**config.mk**
```make
export PLATFORM = sky130hd
export DESIGN_NAME = inst_fetch
export DESIGN_NICKNAME = d
export VERILOG_FILES = /design/src/rtl/inst_fetch.sv
export SDC_FILE = /design/constraint.sdc
export NUM_CORES = 1
export LEC_CHECK = 0
export BUFFER_PORTS_ARGS = -buffer_cell sky130_fd_sc_hd__buf_2
export CAP_MARGIN = 10
export CORE_ASPECT_RATIO = 0.5
export CORE_MARGIN = 1
export CORE_UTILIZATION = 51
export DETAILED_ROUTE_END_ITERATION = 16
export PLACE_DENSITY = 0.84
export SLEW_MARGIN = 20
export SYNTH_ARGS = -nofsm -noshare
export SYNTH_HDL_FRONTEND = slang
export SYNTH_SLANG_ARGS = --single-unit
```
**constraint.sdc**
```tcl
create_clock -name clk -period 5.05 [get_ports clk]
set_clock_uncertainty 0.05 [all_clocks]
set_input_delay 0.7575 -clock clk [delete_from_list [all_inputs] [get_ports clk]]
set_output_delay 0.7575 -clock clk [all_outputs]
set_load 0.03 [all_outputs]
```
**src/rtl/inst_fetch.sv**
```systemverilog
// inst_fetch: sequential instruction fetch stage feeding the R-type decoder.
//   Holds the PC, issues word reads over an imem req/ack handshake, latches the
//   returned word into the IR and offers its fields downstream with valid/ready.
//   No branch handling; the PC only advances by 4 and wraps silently.
//
// Ports:
//   clk, rst        clock, asynchronous active-high reset
//   en              run enable; gates the start of a new fetch only
//   imem_req/addr   read request and word-aligned address (held until ack)
//   imem_rdata/ack  read data, valid on the single-cycle ack strobe
//   ir_valid/ready  downstream handshake for the IR contents
//   OP rs rt rd shamt func   slices of the IR
//   ir_pc           address the current IR was fetched from
//   pc              address of the next fetch
//   fetch_err       sticky flag: memory failed to ack within TIMEOUT cycles
module inst_fetch #(
    parameter logic [31:0] RESET_PC = 32'h0000_0000,
    parameter int unsigned TIMEOUT  = 16
) (
    input  logic        clk,
    input  logic        rst,
    input  logic        en,
    output logic        imem_req,
    output logic [31:0] imem_addr,
    input  logic [31:0] imem_rdata,
    input  logic        imem_ack,
    output logic        ir_valid,
    input  logic        ir_ready,
    output logic [5:0]  OP,
    output logic [4:0]  rs,
    output logic [4:0]  rt,
    output logic [4:0]  rd,
    output logic [4:0]  shamt,
    output logic [5:0]  func,
    output logic [31:0] ir_pc,
    output logic [31:0] pc,
    output logic        fetch_err
);

    // Counter only needs to reach TIMEOUT-1.
    localparam int unsigned CW       = (TIMEOUT > 2) ? $clog2(TIMEOUT) : 1;
    localparam logic [CW-1:0] CNT_LAST = CW'(TIMEOUT - 1);
    // Low bits forced to zero so a misaligned parameter cannot leak onto the bus.
    localparam logic [31:0] PC_INIT  = {RESET_PC[31:2], 2'b00};
    localparam logic [31:0] PC_STEP  = 32'd4;

    typedef enum logic [1:0] {
        IDLE  = 2'd0,
        FETCH = 2'd1,
        VALID = 2'd2,
        ERR   = 2'd3
    } state_t;

    state_t        state;
    logic [31:0]   ir;
    logic [CW-1:0] cnt;

    // Fetch FSM with all outputs registered alongside the state.
    always_ff @(posedge clk or posedge rst) begin
        if (rst) begin
            state     <= IDLE;
            pc        <= PC_INIT;
            ir_pc     <= PC_INIT;
            ir        <= 32'h0;
            imem_req  <= 1'b0;
            imem_addr <= PC_INIT;
            ir_valid  <= 1'b0;
            fetch_err <= 1'b0;
            cnt       <= '0;
        end else begin
            case (state)
                IDLE: begin
                    if (en) begin
                        state     <= FETCH;
                        imem_req  <= 1'b1;
                        imem_addr <= pc;
                        cnt       <= '0;
                    end
                end

                FETCH: begin
                    // Ack on the limit cycle still captures normally.
                    if (imem_ack) begin
                        ir        <= imem_rdata;
                        ir_pc     <= pc;
                        pc        <= pc + PC_STEP;
                        ir_valid  <= 1'b1;
                        imem_req  <= 1'b0;
                        cnt       <= '0;
                        state     <= VALID;
                    end else if (cnt == CNT_LAST) begin
                        imem_req  <= 1'b0;
                        fetch_err <= 1'b1;
                        state     <= ERR;
                    end else begin
                        cnt <= cnt + CW'(1);
                    end
                end

                VALID: begin
                    // Back-to-back request on the transfer edge when still enabled.
                    if (ir_ready) begin
                        ir_valid <= 1'b0;
                        if (en) begin
                            state     <= FETCH;
                            imem_req  <= 1'b1;
                            imem_addr <= pc;
                            cnt       <= '0;
                        end else begin
                            state <= IDLE;
                        end
                    end
                end

                ERR: begin
                    // Terminal until reset.
                    imem_req  <= 1'b0;
                    ir_valid  <= 1'b0;
                    fetch_err <= 1'b1;
                end

                default: begin
                    state    <= IDLE;
                    imem_req <= 1'b0;
                    ir_valid <= 1'b0;
                end
            endcase
        end
    end

    // Decoded fields are plain slices of the IR register.
    assign OP    = ir[31:26];
    assign rs    = ir[25:21];
    assign rt    = ir[20:16];
    assign rd    = ir[15:11];
    assign shamt = ir[10:6];
    assign func  = ir[5:0];

endmodule

```
### Word-level counts from Yosys, hierarchy flattened

Index checks and enable logic that the tools add are counted.

| word-level totals | value |
|---|---|
| memories | 0 |
| register bits | 137 |
| output and inout port bits | 131 |
| logic and storage cells | 59 |
| input port bits | 37 |
| memory bits (writable) | 0 |
| bits in latches | 0 |
| bits in read-only memories | 0 |

| cells by class | value |
|---|---|
| mux-type cells | 25 |
| reductions and logical operators | 12 |
| magnitude comparators | 0 |
| div/mod/pow operators | 0 |
| bitwise gates (word level) | 0 |
| equal/unequal tests | 11 |
| shift-type cells | 0 |
| multipliers | 0 |
| $add $sub $neg | 2 |

Operators by type and width:

| cell | number |
|---|---|
| two-way mux 32 bit | 2 |
| case mux 32 bit (2 select lines) | 1 |
| adder 32 x 3 -> 32 bit (second input constant) | 1 |
| two-way mux 4 bit | 4 |
| case mux 4 bit (3 select lines) | 1 |
| inequality test 2 bit (second input constant) | 5 |
| two-way mux 1 bit | 9 |
| AND reduction 3 bit | 3 |
| two-way mux 2 bit | 4 |
| inequality test 3 bit (second input constant) | 2 |
| case mux 2 bit (3 select lines) | 1 |
| AND reduction 2 bit | 3 |
| nonzero test 3 bit | 2 |
| adder 4 x 1 -> 4 bit (second input constant) | 1 |
| == test 2 bit (second input constant) | 2 |
| == test 4 bit (second input constant) | 1 |
| case mux 1 bit (4 select lines) | 1 |
| AND reduction 4 bit | 1 |
| nonzero test 2 bit | 2 |
| case mux 1 bit (3 select lines) | 1 |
| == test 2 x 1 -> 1 bit (second input constant) | 1 |
| zero test 2 bit | 1 |
| case mux 1 bit (2 select lines) | 1 |

### Longest topological paths before layout

Gate-level depths: netlist of run 1.

| depth | value |
|---|---|
| depth in word-level cells | 4 |
| mapped depth | 7 |
| depth with buffers taken out | 6 |

### Worst setup path after synthesis of run 1

No wires, ideal clock.

| timing path | value |
|---|---|
| path kind | register -> register |
| start | reg state[0] |
| end | reg imem_addr[10] |
| required time | 4,875 ps |
| cell stages (with the launch flop) | 7 |
| path buffers | 1 |
| arrival | 1,688 ps |
| path slack | 3,188 ps |
| setup time | 125 ps |
| clock period less this slack | 1,862 ps |
| cells stage by stage | dfrtp_1 > inv_1 > ha_1 > mux2_2 > nand2_1 > buf_2 > mux2_2 |

| between the ends | value |
|---|---|
| word-level cells in the longest chain between the ends | 3 |
| elaborated cells between the ends (all ways) | 6 |
| classes of those cells | 2 x eq/ne; 1 x mux; 3 x reduce/logical |

Ends and longest elaborated chain:

| item | RTL line | text |
|---|---|---|
| start: declaration | 54 | `state_t state;` |
| start signal: assignment | 61 | `state <= IDLE;` |
| start signal: assignment | 74 | `state <= FETCH;` |
| start signal: assignment | 90 | `state <= VALID;` |
| == test 2 bit / zero test 2 bit (equally long branches) | 71 | `case (state)` |
| inequality test 2 bit (no line) / nonzero test 2 bit (equally long branches) | - |  |
| AND reduction 2 bit (no line) | - |  |
| end signal: assignment | 76 | `imem_addr <= pc;` |
| end signal: assignment | 107 | `imem_addr <= pc;` |
| end: declaration | 24 | `output logic [31:0] imem_addr,` |

Several ways; a longest one is shown, not always the timed one.
A chain may end at the register's enable or synchronous reset.

### Final worst setup path of run 1

| timing path | value |
|---|---|
| start | reg state[1] |
| end | reg ir_pc[27] |

| between the ends | value |
|---|---|
| word-level cells in the longest chain between the ends | 2 |

Ends and longest elaborated chain:

| item | RTL line | text |
|---|---|---|
| == test 2 x 1 -> 1 bit | 71 |  |
| AND reduction 2 bit (no line) | - |  |
| end signal: assignment | 85 | `ir_pc <= pc;` |
| end: declaration | 35 | `output logic [31:0] ir_pc,` |

Every way passes these cells.

==> out/metrics.cfg, run 1 <==
[sta]
tightest_slew_ns=0.816
rsz0062_at_grt=false
period_needed_ns=2.43
setup_viol=0
fmax_mhz=411
hold_viol_final=0
relSlewSlack=0.456
min_period_over_period=0.482
finalWorstSetupSlack_ns=2.62
fin_hold_ws_ns=0.430
totalNegativeSetupSlack_ns=0
drv_slew=0

[global_route]
grt_max_degree=94
use_met2=0.350
grt_antenna_before_repair=0
grtUsageMet1=0.264
grt_pass1_vias=3531
grt.overflow.total=0
grt.met3_usage=0.0624
track_usage=0.210
top_usage_layer=met2
grt_first_pass_wirelength_um=17600

[yosys]
syn_avg_cell_area_um2=14.1
netlist_instances=383
synth_compound_area_frac=0.0209
yosysTopAreaCellShare=0.609
synth_area_leaders=dfrtp_1, mux2_2, xnor2_1, ha_1, nand3_1
ys_ff_latch=131
yosys_warnings=0
ys_types=31
synth_xor_area_frac=0.0472
synth_area_um2=5380
synth_mux_area_frac=0.196
yosysSeqAreaShare=0.609
synth_fa_ha_area_frac=0.0163
synth_top_cell_by_area=dfrtp_1
synthSimpleGateAreaFrac=0.0858
synth_top_family_by_area=multiplexers

[place]
portBuffers=161
gp_congestion=0.843
pre_cts_slack_ns=2.46
dp.final_hpwl_um=7750

[floorplan]
design.die.area_um2=11000
dieWidth_um=147
die_y_um=74.6
num_rows=26
fp.coreArea_um2=10200
start_util=0.527
pin_count=168

[route]
drt_pre_antenna_iters=4
vias_per_cell=5.21
drc=0
wl_um=11400
dr_total_vias=3676
detail_route.wl_per_cell_um=16.2
antenna_left=0
dr.first_iter.drc_count=140

[min_path]
holdCritPathClass=reg2reg

[finish]
nFillCells=717
regArea_um2=3280
synthToLayoutAreaGrowth_pct=29.0
drive_gt1_frac=0.522
fin_nets=597
diodes=0
multi_input_area_um2=2000
finalCoreUtilization=0.680

[worst_setup_path]
critPathKind=reg2reg
crit_path_end_kind=register
crit_fanout=42
worstPathArrival_ns=2.67
cp.required_ns=5.29
startpoint_type=register

[power_and_ir_drop]
ir_drop_mv=0.311
cellLeakagePower_nw=3.64
power_density_nw_per_um2=581
power_w=0.00403

[cts]
h-tree-depth=4
cts.sinks=131
cts_tree=done
ctsResizeCount=0
clockBufferDepth=2
clk_pin_slew_worst_paths_ns=0.06
cts_setup_buffers=0
cts_buffers=17
worstSkewPairLatency_ns=0.41
cts-root-buf=clkbuf_16
hold_buffers=0

[job]
max_cap_viol_count=0

[run_status]
status=complete, no violations

==> logic make-up after synthesis <==
logic type	count (synthesis)
muxes	94
adders and majority gates	7
buffers and inverters	25
AOI/OAI and AO/OA	21
and+or+nand+nor	75
other	1
xor gates and xnor gates	29
DFF	131
==> area by class of cell <==
cell class                 instances  area share
clock inverter                    12      0.0261
inverter                           7     0.00451
clock buffer                      19      0.0652
sequential                       131       0.472
timing repair buffer             164       0.119
tap                              140      0.0252
multi-input combinational        232       0.287
==> final timing paths <==
path	from	to	slack, ns	cells after the start
setup / recovery	state[1]	ir_pc[27]	2.62	5
hold / removal	fetch_err	fetch_err	0.43	1
setup reg to reg	state[1]	ir_pc[27]	2.62	5
hold reg to reg	fetch_err	fetch_err	0.43	1
max in group asynchronous	rst	ir_pc[3]	3.47	3
min in group asynchronous	rst	ir[5]	0.46	2
==> layout by cell type (no fill, tap or decap), types with 2 or more instances in the layout <==
| cell | instances |
|---|---|
| nor2_1 | 10 |
| and2b_1 | 2 |
| xnor2_1 | 23 |
| conb_1 | 6 |
| inv_1 | 6 |
| clkbuf_16 | 17 |
| clkinv_2 | 2 |
| mux2i_1 | 3 |
| and4_1 | 3 |
| buf_4 | 3 |
| mux2_2 | 91 |
| and3_1 | 6 |
| dfrtp_1 | 131 |
| buf_2 | 161 |
| clkbuf_8 | 2 |
| nor3_1 | 3 |
| a21oi_1 | 7 |
| nand3_1 | 16 |
| o21ai_0 | 12 |
| ha_1 | 7 |
| xor2_1 | 6 |
| bufinv_16 | 4 |
| nand2_1 | 14 |
| clkinv_4 | 5 |
| nand4_1 | 10 |
| nor4_4 | 3 |
==> metal layers <==
| layer | share of wire | up-vias |
|---|---|---|
| met1 | 0.44 | 1867 |
| met4 | 0.013 | 0 |
| met5 | 0 | - |
| li1 | - | 1675 |
| met3 | 0.051 | 12 |
| met2 | 0.49 | 122 |
==> synthesized netlist by cell type <==
master    number
inv_1          7
and2b_1        2
a41oi_1        1
clkbuf_1       2
or2_2          1
xor2_1         6
nand2b_1       1
nand2_1       15
conb_1         1
buf_2         10
or3_4          1
nand3_1       16
mux2_2        91
a211o_1        1
nor2b_1        1
nor2_1        10
and4_2         1
and4_1         3
or3_1          1
xnor2_1       23
nor3_1         3
nand4_1       10
a21oi_1        7
o21ai_0       12
mux2i_1        3
nor4_4         3
and3_1         6
ha_1           7
nand4_4        1
buf_4          6
dfrtp_1      131
==> power breakdown <==
group	leakage, nW	total, W	internal, W	switching (W)
clock network	0.309	0.00130	0.000851	0.000450
registers	1.70	0.00144	0.00128	0.000158
logic	1.63	0.00129	0.000470	0.000820
==> sequential cells by signal, summed over array words and instances (netlist names) <==
signal and cells:
imem_req 1, cnt 4, imem_addr 30, fetch_err 1
ir_pc 30, pc 30, ir 32, state 2
ir_valid 1
==> worst max-delay path, stage by stage (launching register included) <==
cell and delay [ns]:
dfrtp_1 0.38, inv_1 0.08, ha_1 0.27, nand2_2 0.51, buf_4 0.57, mux2_2 0.41
==> metrics by stage <==
step / instances / instance area (µm²)
after floorplan: 388 / 5400
after global placement: 674 / 6310
after detailed placement: 674 / 6310
after CTS: 705 / 6940
after global routing: 705 / 6940
final: 705 / 6940
Power figures use the tool's default switching activity.
==> inputs of run 2 (changes only) <==
Settings changed: CORE_UTILIZATION 51 to 46, PLACE_DENSITY 0.84 to 0.8.
Clock period 5.05 ns to 2 ns, I/O delays scaled along.
==> run 2 against run 1 <==
Net effect:
- the run now ends with hold timing left
- critical path depth increased by 1
- global-route usage decreased by 0.30 points
- largest power group is now combinational logic
- register-to-register slack got worse by 2.6 ns
- wire length increased by 9.1%
- design area increased by 4.0%
==> out/metrics.cfg, run 2 (synthesis results as in run 1) <==
[floorplan]
num_rows=27  ; +3.8%
fp.coreArea_um2=11200  ; +9.5%
design.die.area_um2=12200  ; +11%
start_util=0.481  ; -0.0456
pin_count=168  ; unchanged
die_y_um=78.5  ; +5.2%
dieWidth_um=155  ; +5.2%

[worst_setup_path]
cpMostUsedCell=mux2_2
slowest_delay_ns=0.42  ; -0.15 ns
cp_slowest_cell=dfrtp_1
crit_path_end_kind=register
critPathKind=reg2reg
cp_top_family=multiplexers
cp.required_ns=2.24  ; -3.05 ns
cp.buffers_inverters=2  ; unchanged
crit_fanout=16  ; -62%
startpoint_type=register
worstPathArrival_ns=2.23  ; -0.44 ns
cp_cell_sequence=inv_1, ha_1, mux2_2, nand2_4, clkbuf_16, mux2_2

[finish]
regMostFlops=ir
nFillCells=824  ; +15%
multi_input_area_um2=2010  ; +0.75%
fin_nets=619  ; +3.7%
layout_common_cells=buf_2, dfrtp_1, mux2_2, xnor2_1
largest_reg_flops=32  ; unchanged
diodes=0  ; unchanged
synthToLayoutAreaGrowth_pct=34.1
drive_gt1_frac=0.538  ; +0.0154
regArea_um2=3280  ; unchanged
final_common_cell=buf_2

[global_route]
grt.overflow.total=0  ; unchanged
track_usage=0.208  ; -0.00297
grt_pass1_vias=3751  ; +6.2%
grt_first_pass_wirelength_um=19300  ; +9.9%
grt_antenna_before_repair=0  ; unchanged
grt_max_degree=88  ; -6.4%

[run_status]
status=finished with violations
violations=hold timing

[cts]
cts_buffers=17  ; unchanged
clk_pin_slew_worst_paths_ns=0.06  ; about the same
cts-root-buf=clkbuf_16
worstSkewPairLatency_ns=0.41  ; about the same
cts.sinks=131  ; unchanged
hold_buffers=0  ; unchanged
h-tree-depth=4  ; unchanged
clockBufferDepth=2  ; unchanged
cts_tree=done

[power_and_ir_drop]
cellLeakagePower_nw=3.77  ; +3.6%
ir_drop_mv=0.894  ; +190%
power_w=0.0105  ; +160%
power_density_nw_per_um2=1460  ; +150%

[route]
dr_total_vias=3800  ; +3.4%
detail_route.wl_per_cell_um=16.7  ; +3.2%
drc=0  ; unchanged
dr.first_iter.drc_count=162  ; +16%
drt_pre_antenna_iters=4  ; unchanged
antenna_left=0  ; unchanged
vias_per_cell=5.10  ; -2.2%
wl_um=12500  ; +9.1%

[place]
gp_congestion=0.846  ; +0.33%
portBuffers=161  ; unchanged
dp.final_hpwl_um=8020  ; +3.6%

[sta]
fin_hold_ws_ns=-0.0333  ; -0.463 ns
drv_slew=0  ; unchanged
setup_viol=0  ; unchanged
period_needed_ns=1.99  ; -0.446 ns
relSlewSlack=0.638  ; +0.182
tightest_slew_ns=0.543  ; -0.272 ns
hold_viol_final=26  ; +26
rsz0062_at_grt=true
totalNegativeSetupSlack_ns=0  ; unchanged
fmax_mhz=503  ; +22%
min_period_over_period=0.994  ; +0.512

[min_path]
holdCritPathClass=in2async

[job]
max_cap_viol_count=0  ; unchanged

run 2: cell types whose count changed in the layout (fill, tap and decap cells not counted), moves of 2 or more:
cell | previous run | this run
buf_12 | 0 | 4
buf_4 | 3 | 19
clkbuf_1 | 0 | 4
clkbuf_16 | 17 | 19
clkbuf_8 | 2 | 0
clkinv_2 | 2 | 0
clkinv_4 | 5 | 1
clkinvlp_4 | 1 | 4
run 2: area by class of cell:
type                    instances  area share
multi-input cells             232       0.279
repair buffers                186       0.149
clock inverters                 9      0.0251
well taps                     159      0.0276
clock buffers                  21      0.0610
inverters                       7     0.00416
flip-flops and latches        131       0.454
run 2: timing repair:
| action | CTS | global route |
|---|---|---|
| cloned | 0 | 2 |
| buffers inserted | 0 | 3 |
| pin swaps | 2 | 2 |
| endpoints found under the setup margin | 8 | 49 |
| gates resized for setup | 0 | 4 |
run 2: final timing paths:
path	depth (start not counted)	slack (ns)	startpoint	endpoint
worst max-delay path	6	0.01	state[0]	imem_addr[23]
worst min-delay path	3	-0.03	rst	pc[9]
worst max register to register	6	0.01	state[0]	imem_addr[23]
worst min register to register	1	0.44	imem_addr[26]	imem_addr[26]
max in group asynchronous	3	1.48	rst	imem_addr[6]
min in group clk	2	0.07	imem_rdata[22]	ir[22]
run 2: power by group:
| group | switching, W | internal [W] |
|---|---|---|
| Clock | 0.00112 | 0.00220 |
| Sequential | 0.000346 | 0.00324 |
| Combinational | 0.00221 | 0.00138 |
| Total | 0.00368 | 0.00683 |
run 2: worst register-to-register path, delay by kind of cell, from the launching register on:
kind                     cells  cell delay (ns)
buffers and inverters        2             0.31
flip-flops                   1             0.42
adder cells (fa/ha/maj)      1             0.22
AND/OR/NAND/NOR              1             0.14
multiplexers                 2             0.73
run 2: per-stage QoR:
stage | cells | hold slack (ns) | cell area, µm² | setup WS (ns) | util
floorplan | 388 | 0.401 | 5400 | 0.0268 | -
global placement | 710 | 0.412 | 6510 | 0.0558 | 0.582
detailed placement | 710 | 0.422 | 6510 | -0.0575 | 0.582
CTS | 740 | 0.00115 | 7130 | 0.00382 | 0.638
global route | 745 | 0.0124 | 7220 | -0.0881 | 0.646
finish | 745 | -0.0333 | 7220 | 0.0124 | 0.646
run 2: metal layers:
layer	part of all wire	global-route usage	up-vias
met5	0	0	-
met4	0.017	0.0931	0
met3	0.047	0.0420	19
met2	0.49	0.339	126
met1	0.44	0.270	1933
li1	-	-	1722
